$ cat src/rtl/volatility_sched.sv
// volatility_sched: round-robin arbiter feeding one volatility unit, with per-stock hazard lockout.
module volatility_sched #(
  parameter int DATA_WIDTH = 32,
  parameter int NUM_STOCKS = 4,
  parameter int NUM_REQ = 2,
  parameter int HAZARD_CYCLES = 3,
  localparam int SW = $clog2(NUM_STOCKS),
  localparam int GW = $clog2(NUM_REQ)
) (
  input  logic                          i_clk,
  input  logic                          i_reset,
  input  logic                          i_pause,
  input  logic [NUM_REQ-1:0]            i_req_valid,
  output logic [NUM_REQ-1:0]            o_req_ready,
  input  logic [NUM_REQ*SW-1:0]         i_req_stock_id,
  input  logic [NUM_REQ*DATA_WIDTH-1:0] i_req_best_ask,
  input  logic [NUM_REQ*DATA_WIDTH-1:0] i_req_best_bid,
  output logic                          o_data_valid,
  output logic [SW-1:0]                 o_stock_id,
  output logic [DATA_WIDTH-1:0]         o_best_ask,
  output logic [DATA_WIDTH-1:0]         o_best_bid,
  output logic [GW-1:0]                 o_grant_id,
  output logic [NUM_STOCKS-1:0]         o_stock_locked
);
  localparam int NS2 = 1 << SW;
  logic [NUM_STOCKS-1:0] locked;
  logic [NS2-1:0] blocked;
  logic [NUM_REQ-1:0] elig;
  logic [GW-1:0] ptr, gid, idx;
  logic grant;
  logic [SW-1:0] g_sid;
  // ids beyond NUM_STOCKS decode to a permanently blocked slot
  for (genvar s = 0; s < NS2; s++) begin : g_blk
    if (s < NUM_STOCKS) begin : g_real
      assign blocked[s] = locked[s];
    end else begin : g_pad
      assign blocked[s] = 1'b1;
    end
  end
  for (genvar r = 0; r < NUM_REQ; r++) begin : g_elig
    assign elig[r] = i_req_valid[r] && !blocked[i_req_stock_id[r*SW +: SW]] && !i_pause && !i_reset;
  end
  always_comb begin
    o_req_ready = '0;
    grant = 1'b0;
    gid = '0;
    idx = '0;
    for (int k = 0; k < NUM_REQ; k++) begin
      idx = GW'((int'(ptr) + k) % NUM_REQ);
      if (!grant && elig[idx]) begin
        grant = 1'b1;
        gid = idx;
      end
    end
    o_req_ready[gid] = grant;
  end
  assign g_sid = i_req_stock_id[gid*SW +: SW];
  always_ff @(posedge i_clk) begin
    if (i_reset) begin
      ptr <= '0;
      o_data_valid <= 1'b0;
      o_stock_id <= '0;
      o_best_ask <= '0;
      o_best_bid <= '0;
      o_grant_id <= '0;
    end else begin
      o_data_valid <= grant;
      if (grant) begin
        ptr <= (int'(gid) == NUM_REQ - 1) ? '0 : gid + 1'b1;
        o_stock_id <= g_sid;
        o_best_ask <= i_req_best_ask[gid*DATA_WIDTH +: DATA_WIDTH];
        o_best_bid <= i_req_best_bid[gid*DATA_WIDTH +: DATA_WIDTH];
        o_grant_id <= gid;
      end
    end
  end
  if (HAZARD_CYCLES > 0) begin : g_lock
    localparam int CW = $clog2(HAZARD_CYCLES + 1);
    logic [CW-1:0] cnt [NUM_STOCKS];
    always_ff @(posedge i_clk) begin
      for (int i = 0; i < NUM_STOCKS; i++)
        if (i_reset) cnt[i] <= '0;
        else if (grant && int'(g_sid) == i) cnt[i] <= CW'(HAZARD_CYCLES);
        else if (cnt[i] != '0) cnt[i] <= cnt[i] - 1'b1;
    end
    always_comb begin
      locked = '0;
      for (int i = 0; i < NUM_STOCKS; i++) locked[i] = cnt[i] != '0;
    end
  end else begin : g_nolock
    assign locked = '0;
  end
  assign o_stock_locked = locked;
endmodule

$ cat config.mk
export PLATFORM = sky130hd
export DESIGN_NAME = volatility_sched
export DESIGN_NICKNAME = d
export VERILOG_FILES = /design/src/rtl/volatility_sched.sv
export SDC_FILE = /design/constraint.sdc
export NUM_CORES = 1
export LEC_CHECK = 0
export BUFFER_PORTS_ARGS = -buffer_cell sky130_fd_sc_hd__buf_2
export CAP_MARGIN = 10
export CORE_MARGIN = 2
export CORE_UTILIZATION = 47
export DETAILED_ROUTE_END_ITERATION = 16
export PLACE_DENSITY = 0.82
export RECOVER_POWER = 50
export SETUP_SLACK_MARGIN = 0.3
export SLEW_MARGIN = 15
export SYNTH_ARGS = -nofsm -noshare
export SYNTH_HDL_FRONTEND = slang
export SYNTH_SLANG_ARGS = --single-unit
$ cat constraint.sdc
create_clock -name i_clk -period 6.35 [get_ports i_clk]
set_input_delay 1.27 -clock i_clk [delete_from_list [all_inputs] [get_ports i_clk]]
set_output_delay 1.27 -clock i_clk [all_outputs]
set_load 0.005 [all_outputs]
After elaboration in Yosys (flattened, before gate mapping)

Memories as Yosys holds them, arrays and structs flattened.
Index checks and enable logic that the tools add are counted.

$add $sub $neg: 6
Multipliers: 0
Div/mod/pow operators: 0
Order comparisons: 6
Equal/unequal tests: 3
Shift operators: 3
Muxes and demuxes: 53
Bitwise gates (word level): 9
Reduce and logical (&&, ||, !) cells: 22

Operators by type and width:

| kind                  | count |
|---|---|
| $shiftx A64 B7 Y32    | 2 |
| $mux W1               | 42 |
| $mux W2               | 8 |
| $logic_and A1 B1 Y1   | 12 |
| $or A1 B1 Y1          | 8 |
| $reduce_bool A2 Y1    | 4 |
| $sub A2 B1 Y2 const B | 4 |
| $lt A1 B2 Y1 const B  | 3 |
| $lt A2 B3 Y1 const B  | 2 |
| $logic_not A1 Y1      | 5 |
| $bmux W1 S2           | 2 |
| $eq A2 B2 Y1 const B  | 2 |
| $shiftx A4 B3 Y2      | 1 |
| $add A1 B1 Y1 const B | 2 |
| $and A2 B2 Y2         | 1 |
| $eq A2 B1 Y1 const B  | 1 |
| $logic_not A2 Y1      | 1 |
| $demux W1 S1          | 1 |
| $ge A1 B1 Y1 const B  | 1 |

Flip-flop bits (word level): 69
Latch bits: 0
Memory bits (writable): 8
ROM bits: 0
Memories: 1

Memory list:

| name       | depth | bits a word | rd ports | clocked after Yosys merged registers in | wr ports | RTL line | RTL |
|---|---|---|---|---|---|---|---|
| g_lock.cnt | 4     | 2           | 4        | 0                                       | 4        | 79       | `logic [CW-1:0] cnt [NUM_STOCKS];` |

Longest topological paths before layout

Word-level depth: 21
Depth in mapped cells: 11
Gate-level depth less buffers: 8

Least setup slack after synthesis

OpenSTA, ideal clock, no wires.

Path kind: input to output
Start: in i_req_stock_id[0]
End: out o_req_ready[0]
Arrival: 2.571 ns
Data required time: 5.080 ns
Path slack: 2.509 ns
Stages: 7
Path buffers: 2
Path through: mux4_2 -> and4bb_4 -> or2_1 -> buf_6 -> clkinv_4 -> buf_4 -> nor2_1

Longest elaborated chain between the ends: 17
Elaborated cells between the ends (all ways): 22
Those cells by class: order compare: 2; mux: 12; bitwise: 1; reduce/logical: 7

Ends and longest elaborated chain:

| element                                                                   | RTL line | RTL |
|---|---|---|
| start, declared                                                           | 15       | `input logic [NUM_REQ*SW-1:0] i_req_stock_id,` |
| $bmux W1 S2 (*)                                                           | 41       | `assign elig[r] = i_req_valid[r] && !blocked[i_req_stock_id[r*SW +: SW]] && !i_pause && !i_reset;` |
| $mux W1 (not written as such) (*)                                         | 41       |  |
| $logic_not A1 Y1 (*)                                                      | 41       |  |
| $logic_and A1 B1 Y1 (*) (3 in a row)                                      | 41       |  |
| $mux W1 (not written as such) (2 in a row)                                | 50       | `if (!grant && elig[idx]) begin` |
| $mux W1                                                                   | 50       |  |
| $logic_not A1 Y1                                                          | 50       |  |
| $logic_and A1 B1 Y1                                                       | 50       |  |
| $mux W1                                                                   | 50       |  |
| $lt A1 B2 Y1 (not written as such) / $ge A1 B1 Y1 (equally long branches) | 55       | `o_req_ready[gid] = grant;` |
| $logic_and A1 B1 Y1 (not written as such)                                 | 55       |  |
| $mux W1 (not written as such)                                             | 55       |  |
| $demux W1 S1                                                              | 55       |  |
| $and A2 B2 Y2 (no line) (*)                                               | --       |  |
| end, declared                                                             | 14       | `output logic [NUM_REQ-1:0] o_req_ready,` |

Mark *: on every way between the ends. The rest lies on a longest branch, timed or not. The select of a mux whose other input is x is not followed.

Worst setup path in the final report

Start: in i_reset
End: reg o_best_bid[7]

Longest elaborated chain between the ends: 9
Elaborated cells between the ends (all ways): 14
Those cells by class: shift: 1; mux: 8; reduce/logical: 5

Ends and longest elaborated chain:

| element                                    | RTL line | RTL |
|---|---|---|
| start, declared                            | 11       | `input logic i_reset,` |
| $logic_not A1 Y1                           | 41       |  |
| $logic_and A1 B1 Y1                        | 41       |  |
| $mux W1 (not written as such) (2 in a row) | 50       |  |
| $mux W1                                    | 50       |  |
| $logic_not A1 Y1                           | 50       |  |
| $logic_and A1 B1 Y1                        | 50       |  |
| $mux W1                                    | 50       |  |
| $shiftx A64 B7 Y32                         | 72       | `o_best_bid <= i_req_best_bid[gid*DATA_WIDTH +: DATA_WIDTH];` |
| end signal, assigned                       | 72       |  |
| end, declared                              | 21       | `output logic [DATA_WIDTH-1:0] o_best_bid,` |

Parallel ways exist; a longest one is shown, timed or not. The select of a mux whose other input is x is not followed.
A chain may end at the register's enable or synchronous reset.

==> metrics.yaml <==
die_h_um: 92.0
synth_top_family_by_area: "compound AO/OA/AOI/OAI gates"
maxCapViolations: 1
wl_um: 10600
synth-xor-area-share_pct: 0
yosys.area_share.adder_pct: 1.37
cp-end-kind: "register"
diodes: 0
arrival_ps: 5250
status: "complete, but fails checks"
synth_common_cells: "nor2_1, dfxtp_1, nand2_1"
post_cts_buffers: 0
dpl.hpwl_um: 7320
combPwrFrac_pct: 33.7
cp_max_fo: 81
period_share_pct: 80.6
hold_buffers: 0
power_frac_clock_pct: 25.7
setup_violations: 0
cts.sinks: 77
tightest_slew_ps: 1770
worstSetupPathType: "input port to register"
finalHoldViolCount: 0
io_buffers: 210
first_pass_iters: 4
synth.distinct_cells: 31
clock_skew_ps: 12.5
power.internal_uw: 1080
powerDensity_nw_per_um2: 333
synth_flop_cell: "dfxtp_1"
vias: 3957
peakVddDrop_mv: 0.145
worstSetupStartpoint: "i_reset"
yosys_register_bits: 77
io_pins: 211
start_util_pct: 47.9
post-synth-top-count-cell: "nor2_1"
grt_pass1_wl_um: 17100
grt_max_degree: 82
synth-seq-area-share_pct: 44.5
drv_slew: 82
synth.area.mux_share_pct: 1.51
fin_nets: 765
reg2regPathDepth: 9
drcViolationCount: 0
clk_latency_ps: 340
async_reset_ff_share_pct: 0
dieArea_um2: 8470
wl_per_cell_um: 14.5
fin_tns_setup_ps: 0
die_x_um: 92.0
setup_ws_ps: 1230
cts_root_buf: "clkbuf_8"
yosys.area_share.simple_pct: 16.5
gr-total-overflow: 0
postSynthAreaPerCell_um2: 8.27
synth_area_leaders: "dfxtp_1, a211oi_1, a21oi_1, nor2_1, nand2_1"
antenna_found_initial: 0
syn_nets: 581
min_path_cells: 2
clockBufferDepth: 2
rows: 32
failed_checks: "max-capacitance violations, max-slew violations"
cts_tree: "built"
syn_area_um2: 3640
swShare_pct: 32.9
startpoint_type: "input port"
max_slew_margin_pct: -18.2
drive_gt1_share_pct: 35.3
crit_required_ps: 6480
synth_compound_gate_area_share_pct: 28.4
track_usage_pct: 24.7
clk_pin_slew_ps: 70
p_switching_uw: 528
hp-start: "o_grant_id"
synthToLayoutAreaGrowth_pct: 32.3
cts_max_level: 3
fin_crit_ps: 5120
grt_pass1_vias: 3691
core_um2: 7610
rsz0062_at_grt: "false"
yosys.area.top_type_share_pct: 37.9
syn_inst: 440
drt_iter0_markers: 228
p_leak_uw: 0.00228
place_congestion: 0.803
ys.warnings.count: 0
synth_top_cell_by_area: "dfxtp_1"
antenna_left: 0
cts_resized: 0
cts_buffers: 9
synth-edff-count: 8
hp-class: "register to register"
fmax_mhz: 195
via_per_inst: 5.41
seq_power_share_pct: 40.6
finalHoldWorstSlack_ps: 476
dp_slack_ps: 1950
reg2reg_from: "g_lock.cnt[1][2]"
## cell usage in the layout, fill, tap and decap left out
cell,n
a211oi_2,10
a211oi_1,56
nand2_1,69
nor3_1,2
ha_1,4
clkbuf_8,9
buf_1,1
clkinv_4,1
o21a_2,1
a21oi_2,10
and4bb_4,1
inv_1,14
a21oi_1,57
clkbuf_2,1
edfxtp_1,8
dfxtp_1,69
mux4_2,2
nor4b_1,2
clkbuf_16,1
or2_2,1
nor2_1,74
o32ai_1,8
o21ai_0,4
nor3b_1,1
nand3b_1,1
a31oi_1,3
buf_2,178
buf_4,2
clkbuf_1,33
clkinv_2,3
bufinv_16,2
mux2i_1,1
## through the flow
step	utilization (%)	power [uW]	cells	instance area, um2
3_3_place_gp	60.9	1180	715	4630
4_1_cts	63.8	1630	731	4860
2_1_floorplan	-	1010	440	3640
3_5_place_dp	60.9	1210	715	4630
6_report	63.3	1610	731	4820
5_1_grt	63.3	1710	731	4820
## worst paths after layout
path | slack (ps) | end
max | 1230 | o_best_bid[7]
min | 480 | o_grant_id
max reg2reg | 2500 | o_best_bid[7]
min reg2reg | 480 | o_grant_id
## layout make-up
cell class	count	area (um2)
multi-input cells	307	1740
repair buffers	213	1030
clock buffers	12	156
clock inverters	4	70.1
inverters	16	66.3
fillers	703	2790
flip-flops and latches	77	1620
well taps	102	128
## power groups by stage
stage                     clock network [uW]  logic (uW)  registers, uW
after floorplan                            0         344            663
after global placement                     0         529            656
after detailed placement                   0         553            661
after CTS                                425         554            650
after global routing                     444         608            662
final                                    413         541            651
## cells by family after synthesis
logic type,count (synthesis)
adder cells (fa/ha/maj),4
multiplexers,3
flip-flops,77
buffers and inverters,56
AND/OR/NAND/NOR,151
AO/OA/AOI/OAI,149
## per-layer routing
layer,GRT usage [%],vias up,routed length [um]
met4,8.58,0,229
met2,42.6,191,5370
met3,5.42,19,812
li1,-,1910,-
met5,0,-,0
met1,30.6,1837,4210
## flip-flops by register name (all words and copies together) (netlist names)
| register | flops |
|---|---|
| o_best_ask | 32 |
| o_best_bid | 32 |
| g_lock.cnt | 8 |
| o_stock_id | 2 |
| o_data_valid | 1 |
| o_grant_id | 1 |
| ptr | 1 |
## critical path: stages
cell and delay [ps]:
clkbuf_1 130, clkbuf_2 1290, o21a_2 330, buf_4 680, clkinv_2 1000, nor2_1 390, a211oi_2 80
Note: power is estimated with default switching activity, not from simulation.
